[src/rtl/spad_stream_loader.sv]
// Stream-to-scratchpad loader: fills up to NUM_SPADS scratchpads from a valid/ready
// stream, waits a programmable gap, then holds route enable until the datapath finishes.
//   state   | meaning
//   S_IDLE  | waiting for a start
//   S_LOAD  | accepting stream words into the current scratchpad
//   S_GAP   | final write issued, counting down the route delay
//   S_ROUTE | route enable held until route done
module spad_stream_loader #(
  parameter int DATA_WIDTH = 64,
  parameter int ADDR_WIDTH = 8,
  parameter int NUM_SPADS  = 2,
  parameter int GAP_WIDTH  = 4,
  localparam int SEL_W     = (NUM_SPADS > 1) ? $clog2(NUM_SPADS) : 1
) (
  input  logic                                 i_clk,
  input  logic                                 i_nrst,
  input  logic                                 i_start,
  input  logic                                 i_abort,
  input  logic [NUM_SPADS*(ADDR_WIDTH+1)-1:0]  i_load_len,
  input  logic [GAP_WIDTH-1:0]                 i_gap,
  input  logic [DATA_WIDTH-1:0]                i_s_data,
  input  logic                                 i_s_valid,
  output logic                                 o_s_ready,
  output logic                                 o_write_en,
  output logic [ADDR_WIDTH-1:0]                o_write_addr,
  output logic [SEL_W-1:0]                     o_spad_select,
  output logic [DATA_WIDTH-1:0]                o_data_in,
  output logic [NUM_SPADS*ADDR_WIDTH-1:0]      o_last_addr,
  output logic                                 o_route_en,
  input  logic                                 i_route_done,
  output logic                                 o_busy,
  output logic                                 o_done,
  output logic                                 o_err
);

  localparam int LEN_W = ADDR_WIDTH + 1;
  localparam logic [LEN_W-1:0] MAX_LEN = {1'b1, {ADDR_WIDTH{1'b0}}};

  typedef enum logic [1:0] {S_IDLE, S_LOAD, S_GAP, S_ROUTE} state_t;

  state_t                          state_q, state_d;
  logic [NUM_SPADS*LEN_W-1:0]      len_q, len_d;
  logic [SEL_W-1:0]                spad_q, spad_d;
  logic [ADDR_WIDTH-1:0]           cnt_q, cnt_d;
  logic [GAP_WIDTH-1:0]            gap_cnt_q, gap_cnt_d;
  logic                            wr_en_q, wr_en_d;
  logic [ADDR_WIDTH-1:0]           wr_addr_q, wr_addr_d;
  logic [SEL_W-1:0]                wr_sel_q, wr_sel_d;
  logic [DATA_WIDTH-1:0]           wr_data_q, wr_data_d;
  logic [NUM_SPADS*ADDR_WIDTH-1:0] last_addr_q, last_addr_d;
  logic                            err_q, err_d;
  logic                            done_q, done_d;

  logic             len_bad, len_all_zero;
  logic [SEL_W-1:0] first_nz;
  logic [SEL_W-1:0] next_nz;
  logic             next_found;
  logic [LEN_W-1:0] cur_len;
  logic             last_word;

  // Start-time length screening and the first scratchpad that has work.
  always_comb begin
    len_bad      = 1'b0;
    len_all_zero = 1'b1;
    first_nz     = '0;
    for (int k = NUM_SPADS - 1; k >= 0; k--) begin
      if (i_load_len[k*LEN_W +: LEN_W] > MAX_LEN) len_bad = 1'b1;
      if (i_load_len[k*LEN_W +: LEN_W] != '0) begin
        len_all_zero = 1'b0;
        first_nz     = SEL_W'(k);
      end
    end
  end

  // Next scratchpad after the current one with a nonzero length (lowest index wins).
  always_comb begin
    next_nz    = '0;
    next_found = 1'b0;
    for (int k = NUM_SPADS - 1; k >= 0; k--) begin
      if (k > int'(spad_q) && len_q[k*LEN_W +: LEN_W] != '0) begin
        next_nz    = SEL_W'(k);
        next_found = 1'b1;
      end
    end
  end

  assign cur_len   = len_q[int'(spad_q)*LEN_W +: LEN_W];
  assign last_word = ({1'b0, cnt_q} == (cur_len - LEN_W'(1)));

  always_comb begin
    state_d     = state_q;
    len_d       = len_q;
    spad_d      = spad_q;
    cnt_d       = cnt_q;
    gap_cnt_d   = gap_cnt_q;
    wr_en_d     = 1'b0;
    wr_addr_d   = wr_addr_q;
    wr_sel_d    = wr_sel_q;
    wr_data_d   = wr_data_q;
    last_addr_d = last_addr_q;
    err_d       = err_q;
    done_d      = 1'b0;

    if (i_abort) begin
      state_d = S_IDLE;
    end else begin
      case (state_q)
        S_IDLE: begin
          if (i_start) begin
            if (len_bad || len_all_zero) begin
              err_d = 1'b1;
            end else begin
              err_d     = 1'b0;
              len_d     = i_load_len;
              gap_cnt_d = i_gap;
              spad_d    = first_nz;
              cnt_d     = '0;
              state_d   = S_LOAD;
              for (int k = 0; k < NUM_SPADS; k++) begin
                if (i_load_len[k*LEN_W +: LEN_W] == '0)
                  last_addr_d[k*ADDR_WIDTH +: ADDR_WIDTH] = '0;
              end
            end
          end
        end
        S_LOAD: begin
          if (i_s_valid) begin
            wr_en_d   = 1'b1;
            wr_addr_d = cnt_q;
            wr_sel_d  = spad_q;
            wr_data_d = i_s_data;
            if (last_word) begin
              last_addr_d[int'(spad_q)*ADDR_WIDTH +: ADDR_WIDTH] = cnt_q;
              cnt_d = '0;
              if (next_found) spad_d  = next_nz;
              else            state_d = S_GAP;
            end else begin
              cnt_d = cnt_q + ADDR_WIDTH'(1);
            end
          end
        end
        S_GAP: begin
          // The first GAP cycle carries the final write strobe.
          if (gap_cnt_q == '0) state_d = S_ROUTE;
          else                 gap_cnt_d = gap_cnt_q - GAP_WIDTH'(1);
        end
        S_ROUTE: begin
          if (i_route_done) begin
            state_d = S_IDLE;
            done_d  = 1'b1;
          end
        end
        default: state_d = S_IDLE;
      endcase
    end
  end

  always_ff @(posedge i_clk or negedge i_nrst) begin
    if (!i_nrst) begin
      state_q     <= S_IDLE;
      len_q       <= '0;
      spad_q      <= '0;
      cnt_q       <= '0;
      gap_cnt_q   <= '0;
      wr_en_q     <= 1'b0;
      wr_addr_q   <= '0;
      wr_sel_q    <= '0;
      wr_data_q   <= '0;
      last_addr_q <= '0;
      err_q       <= 1'b0;
      done_q      <= 1'b0;
    end else begin
      state_q     <= state_d;
      len_q       <= len_d;
      spad_q      <= spad_d;
      cnt_q       <= cnt_d;
      gap_cnt_q   <= gap_cnt_d;
      wr_en_q     <= wr_en_d;
      wr_addr_q   <= wr_addr_d;
      wr_sel_q    <= wr_sel_d;
      wr_data_q   <= wr_data_d;
      last_addr_q <= last_addr_d;
      err_q       <= err_d;
      done_q      <= done_d;
    end
  end

  assign o_s_ready     = (state_q == S_LOAD);
  assign o_route_en    = (state_q == S_ROUTE);
  assign o_busy        = (state_q != S_IDLE);
  assign o_write_en    = wr_en_q;
  assign o_write_addr  = wr_addr_q;
  assign o_spad_select = wr_sel_q;
  assign o_data_in     = wr_data_q;
  assign o_last_addr   = last_addr_q;
  assign o_done        = done_q;
  assign o_err         = err_q;

endmodule

[config.mk]
export PLATFORM = sky130hd
export DESIGN_NAME = spad_stream_loader
export DESIGN_NICKNAME = d
export VERILOG_FILES = /design/src/rtl/spad_stream_loader.sv
export SDC_FILE = /design/constraint.sdc
export NUM_CORES = 1
export LEC_CHECK = 0
export CAP_MARGIN = 10
export CORE_MARGIN = 2
export CORE_UTILIZATION = 50
export DETAILED_ROUTE_END_ITERATION = 8
export DONT_BUFFER_PORTS = 1
export PLACE_DENSITY = 0.8
export SETUP_SLACK_MARGIN = 0.3
export SYNTH_ARGS = -nofsm -noshare
export SYNTH_HDL_FRONTEND = slang
export SYNTH_SLANG_ARGS = --single-unit
[constraint.sdc]
create_clock -name i_clk -period 3.5 [get_ports i_clk]
set_clock_uncertainty 0.1 [all_clocks]
set_input_delay 0.525 -clock i_clk [delete_from_list [all_inputs] [get_ports i_clk]]
set_output_delay 0.525 -clock i_clk [all_outputs]
set_load 0.02 [all_outputs]
==> reports/results.ini, run 1 <==
[outcome]
status = finished with violations
failed_checks = hold timing

[final_layout]
layout_commonest_cell = nand2_1
fin_nets = 706
finalNonFillerCells = 762
drive_gt1_share_pct = 14.1
fillerInstances = 979
mostFrequentLayoutCells = 216 x nand2_1, 124 x dfrtp_1, 34 x o21ai_0, 20 x inv_1
diodes = 0
syn2layout_area_growth_pct = 12.9

[timing]
rsz0062_at_grt = no
min_period_ps = 3140
clock.fmax_ghz = 0.319
fin_tns_setup_ps = 0
worstMarginPinSlew_ps = 617
slew_headroom_pct = 58.9
fin_crit_sh_pct = 89.7
setup_violations = 0
finalHoldViolCount = 125
whs_ps = -298
slew_viol_final = 0

[setup_path]
startpoint_type = flip-flop
path_cells = mux2i_2, ha_1, xnor2_1, a41o_2, a2111o_1, or4_4, buf_4, a2111oi_4, buf_6, a32o_1
slowest_stage = or4_4
path_class = reg -> reg
cp.arrival_ps = 3390
crit_fanout = 8
worstSetupEndpointType = flip-flop
required_ps = 3750
slowest_delay_ps = 440

[placed_design]
place_inst = 727
gp_congestion = 0.887
dp_hpwl_mm = 10.1
port_buffers = 0

[floorplan]
start_util_pct = 51.3
rows = 39
fp.dieH_um = 112
core-area_um2 = 11400
num_io_pins = 187
die_x_um = 112
die_area_um2 = 12600

[route]
first_pass_iters = 5
drt_iter0_markers = 540
postRouteAntennaNets = 0
drc = 0
wirelength_mm = 14.5
num_vias = 4454
routed_via_density = 5.85
wl_per_cell_um = 19.0

[clocking]
htree_num_levels = 4
cts_buffer_depth = 2
cts_tree = done
ctsRootBufferMaster = clkbuf_16
clk_pin_slew_ps = 60
clk_latency_ps = 420
cts_buffers = 17
clkSinkCount = 125

[synthesis]
avgSynthCellArea_um2 = 9.66
synth_area_um2 = 5850
ys_seq_area_share_pct = 53.4
synthCells = 606
yosysWarnings = 0
ys_ff_latch = 125
synth_fp_nets = 706
ys_async_sr_fraction_pct = 100
ys.flop_type = dfrtp_1
synth_edf_count = 0
synth_cell_types = 62

[power]
total_leakage_power_nw = 3.11
vdd_drop_max_mv = 0.637
powerDensity_nw_per_um2 = 998

[global_route]
grt_overflow = 0
grt_max_degree = 126
grt_pass1_vias = 4425
grt_pass1_wl_mm = 22.9
antenna_found_initial = 0
grt_use_total_pct = 23.5

[min_path]
hold_path.class = in -> async

[flow_run]
max-cap-violations = 0

per-stage QoR:
step	util, %	setup slack [ps]	power [mW]	area [um2]	hold WS [ps]
after floorplan	-	200	4.21	5870	129
after global placement	51.7	309	4.50	5910	133
after detailed placement	51.7	209	4.63	5910	133
after CTS	57.6	322	6.60	6580	-321
after global routing	57.9	301	6.93	6610	-326
final	57.9	361	6.59	6610	-298
per-layer routing:
metal	share of wire, %	up-vias	global-route usage [%]
li1	-	2037	-
met1	41	2176	29.3
met2	49	210	36.8
met3	7.7	31	8.26
met4	2.4	0	11.0
met5	0	-	0
layout make-up:
type                       instances  area [um2]  share of cell area [%]
clock buffer                      21         460                    6.97
clock inverter                    11         189                    2.86
inverter                          21        78.8                    1.19
multi-input combinational        430        2480                    37.5
sequential                       125        3130                    47.4
tap                              143         179                    2.71
timing repair buffer              11        90.1                    1.36
state kept, by name, summed over array words and instances, names as in the netlist:
register       cells
gap_cnt_q          4
spad_q             1
state_q            2
o_spad_select      1
o_write_en         1
o_data_in         64
o_last_addr       16
o_done             1
o_err              1
cnt_q              8
len_q             18
o_write_addr       8
worst max-delay path, delay by kind of cell (launching register included):
family / cells / cell delay [ps]
xor+xnor: 1 / 150
buf+inv: 2 / 360
fa+ha+maj: 1 / 270
mux: 1 / 260
compound gates: 4 / 1060
flops: 1 / 420
simple gates: 1 / 440
report_power, final:
part	leakage, nW	total [mW]	switching [mW]	internal, mW
combinational	1.20	1.59	0.881	0.704
clock	0.313	1.93	0.629	1.30
sequential	1.59	3.08	1.07	2.02
total	3.11	6.59	2.57	4.02
path summary, 6_finish.rpt:
path / from / endpoint / slack, ps / depth (start not counted)
min in group i_clk: i_s_data[39] / o_data_in[39] / 110 / 2
worst min register to register: gap_cnt_q[0] / gap_cnt_q[0] / 410 / 1
worst max-delay path: spad_q / o_last_addr[3] / 360 / 10
worst max register to register: spad_q / o_last_addr[3] / 360 / 10
max in group asynchronous: i_nrst / spad_q / 3390 / 0
worst min-delay path: i_nrst / len_q[10] / -300 / 0
logic make-up (layout without fill, tap and decap cells):
kind of cell / count (synthesis) / in the layout / share of synthesized area (%)
XOR/XNOR: 13 / 13 / 2.20
multiplexers: 28 / 28 / 5.15
AND/OR/NAND/NOR: 291 / 291 / 22.0
adder cells (fa/ha/maj): 8 / 8 / 1.71
buffers and inverters: 51 / 64 / 4.75
flip-flops: 125 / 125 / 53.4
AO/OA/AOI/OAI: 90 / 90 / 10.7
cell usage after synthesis, drive strengths merged (3+ instances only):
cell / n / share of area [%]
nand2: 216 / 14
nor2b: 3 / 0.32
a21o: 4 / 0.56
mux2: 17 / 3.3
and2: 3 / 0.34
a31oi: 4 / 0.43
a22o: 4 / 0.60
dfrtp: 125 / 53
or3: 7 / 0.86
inv: 21 / 1.3
and2b: 9 / 1.3
o21ai: 42 / 3.6
nand3: 7 / 0.77
xnor2: 10 / 1.5
nor3: 11 / 0.94
nor4: 5 / 0.53
or4: 8 / 1.2
a32o: 8 / 1.4
ha: 8 / 1.7
nor2: 13 / 0.83
clkbuf: 21 / 2.0
mux2i: 11 / 1.9
a21oi: 4 / 0.34
buf: 8 / 0.81
what timing repair did:
action,in CTS,in global routing
pin swaps,4,2
gates resized for setup,1,6
gates cloned,0,0
buffers inserted,2,1
setup endpoints to repair,16,16
endpoints found under the hold margin,125,125
Power figures use the tool's default switching activity.
==> run 2, diff against run 1 <==
--- a/config.mk
+++ b/config.mk
@@ -8,6 +8,7 @@
 export CAP_MARGIN = 10
 export CORE_MARGIN = 2
 export CORE_UTILIZATION = 50
+export CTS_CLUSTER_DIAMETER = 120
 export DETAILED_ROUTE_END_ITERATION = 8
 export DONT_BUFFER_PORTS = 1
 export PLACE_DENSITY = 0.8
==> results of run 2 <==
No change in the layout: final DEF, timing and power equal those of run 1.
==> run 3, diff against run 2 <==
--- a/config.mk
+++ b/config.mk
@@ -11,6 +11,7 @@
 export CTS_CLUSTER_DIAMETER = 120
 export DETAILED_ROUTE_END_ITERATION = 8
 export DONT_BUFFER_PORTS = 1
+export HOLD_SLACK_MARGIN = 0.12
 export PLACE_DENSITY = 0.8
 export SETUP_SLACK_MARGIN = 0.3
 export SYNTH_ARGS = -nofsm -noshare
==> run 3 against run 2 <==
Compared with the run above:
- the flow still finishes with violations (hold timing)
- fmax is 0.48% higher
- final cell count is 7.7% higher
- wire length up 8.0%
- combinational power increased by 4%
- power is 1.4% higher
- critical path type unchanged
- largest cell class unchanged
- largest power group unchanged
- highest routed layer unchanged
==> reports/results.ini, run 3 (synthesis gave the netlist of run 1 again) <==
[final_layout]
final_core_util_pct = 63.0  ; was 57.9%
diodes = 0  ; unchanged
layout_commonest_cell = nand2_1  ; unchanged
fin_nets = 765  ; was 706
syn2layout_area_growth_pct = 23.0  ; was 12.9%
largest_reg_flops = 64  ; unchanged
finalNonFillerCells = 821  ; was 762
drive_gt1_share_pct = 12.8  ; was 14.1%
mostFrequentLayoutCells = 216 x nand2_1, 124 x dfrtp_1, 59 x dlygate4sd3_1, 34 x o21ai_0, 20 x inv_1  ; was 216 x nand2_1, 124 x dfrtp_1, 34 x o21ai_0, 20 x inv_1

[setup_path]
cp.arrival_ps = 3370  ; was 3390 ps
r2r-start = spad_q  ; unchanged
crit_fanout = 8  ; unchanged
startpoint = spad_q  ; unchanged
worstSetupEndpointType = flip-flop  ; unchanged
required_ps = 3750  ; about the same
path_class = reg -> reg  ; unchanged
startpoint_type = flip-flop  ; unchanged

[timing]
min_period_ps = 3120  ; was 3140 ps
clock.fmax_ghz = 0.320  ; was 0.319 GHz
rsz0062_at_grt = no  ; unchanged
slew_viol_final = 0  ; unchanged
finalHoldViolCount = 125  ; unchanged
whs_ps = -302  ; was -298 ps
fin_tns_setup_ps = 0  ; unchanged
slew_headroom_pct = 58.0  ; was 58.9%
worstMarginPinSlew_ps = 630  ; was 617 ps
fin_crit_sh_pct = 89.3  ; was 89.7%
setup_violations = 0  ; unchanged

[route]
wl_per_cell_um = 19.1  ; was 19.0 um
routed_via_density = 5.78  ; was 5.85
postRouteAntennaNets = 0  ; unchanged
num_vias = 4743  ; was 4454
first_pass_iters = 5  ; unchanged
drt_iter0_markers = 660  ; was 540
wirelength_mm = 15.6  ; was 14.5 mm
drc = 0  ; unchanged

[global_route]
grt_pass1_vias = 4854  ; was 4425
use_met3_pct = 8.21  ; was 8.26%
grt_pass1_wl_mm = 25.1  ; was 22.9 mm
use_met2_pct = 42.0  ; was 36.8%
grt_overflow = 0  ; unchanged
top_usage_layer = met2  ; unchanged
antenna_found_initial = 0  ; unchanged
grt_use_total_pct = 25.7  ; was 23.5%
grt_max_degree = 126  ; unchanged
use_met1_pct = 30.7  ; was 29.3%

[min_path]
hold_path.class = in -> async  ; unchanged

[clocking]
cts_tree = done  ; unchanged
cts_buffers = 17  ; unchanged
cts_buffer_depth = 2  ; unchanged
clk_latency_ps = 420  ; about the same
clk_pin_slew_ps = 60  ; about the same
clkSinkCount = 125  ; unchanged
htree_num_levels = 4  ; unchanged
ctsRootBufferMaster = clkbuf_16  ; unchanged
postCtsHoldBufs = 59

[floorplan]
start_util_pct = 51.3  ; unchanged
rows = 39  ; unchanged
num_io_pins = 187  ; unchanged
fp.dieH_um = 112  ; unchanged
die_area_um2 = 12600  ; unchanged
core-area_um2 = 11400  ; unchanged
die_x_um = 112  ; unchanged

[outcome]
failed_checks = hold timing  ; unchanged
status = finished with violations  ; unchanged

[placed_design]
place_inst = 727  ; unchanged
port_buffers = 0  ; unchanged
dp_hpwl_mm = 10.1  ; unchanged
gp_congestion = 0.887  ; unchanged

[power]
vdd_drop_max_mv = 0.561  ; was 0.637 mV
powerDensity_nw_per_um2 = 929  ; was 998 nW/um2
total_leakage_power_nw = 3.35  ; was 3.11 nW

[flow_run]
max-cap-violations = 0  ; unchanged

[run 3: final cells by class]
class	count	area [um2]
Clock buffer	21	460
Clock inverter	11	189
Fill cell	897	4220
Inverter	21	78.8
Multi-Input combinational cell	430	2480
Sequential cell	125	3130
Tap cell	143	179
Timing Repair Buffer	70	681
[run 3: stage by stage]
stage	setup WS (ps)	cell area (um2)	total power [mW]
4_1_cts	322	7170	6.65
2_1_floorplan	200	5870	4.21
6_report	376	7200	6.69
3_5_place_dp	209	5910	4.63
3_3_place_gp	309	5910	4.50
5_1_grt	301	7200	7.03
[run 3: timing repair]
item                       in CTS  in global routing
pin swaps                       4                  2
buffers inserted                2                  1
hold endpoints to repair      184                125
setup endpoints to repair      16                 16
gates resized for setup         1                  6
[run 3: final timing paths]
kind | endpoint | slack [ps] | depth (start not counted)
worst max-delay path | o_last_addr[11] | 380 | 9
worst min-delay path | len_q[12] | -300 | 0
worst max register to register | o_last_addr[11] | 380 | 9
worst min register to register | gap_cnt_q[0] | 410 | 1
max in group asynchronous | spad_q | 3460 | 0
min in group i_clk | o_data_in[19] | 130 | 2
[run 3: critical path, cell delays in order, from the launching register on]
cell      delay, ps
dfrtp_2         420
mux2i_2         260
ha_1            270
xnor2_1         160
a41o_2          250
a2111o_1        330
or4_4           440
buf_4           180
or4_4           490
o21ai_1         160
[run 3: power breakdown]
group          switching (mW)  internal [mW]
sequential               1.08           2.02
clock                   0.634           1.30
combinational           0.915          0.748
total                    2.63           4.06
[run 3: layer usage]
| metal | routed length [um] | vias to the layer above |
|---|---|---|
| li1 | - | 2154 |
| met1 | 6160 | 2320 |
| met2 | 7810 | 224 |
| met3 | 1130 | 45 |
| met4 | 543 | 0 |
| met5 | 0 | - |
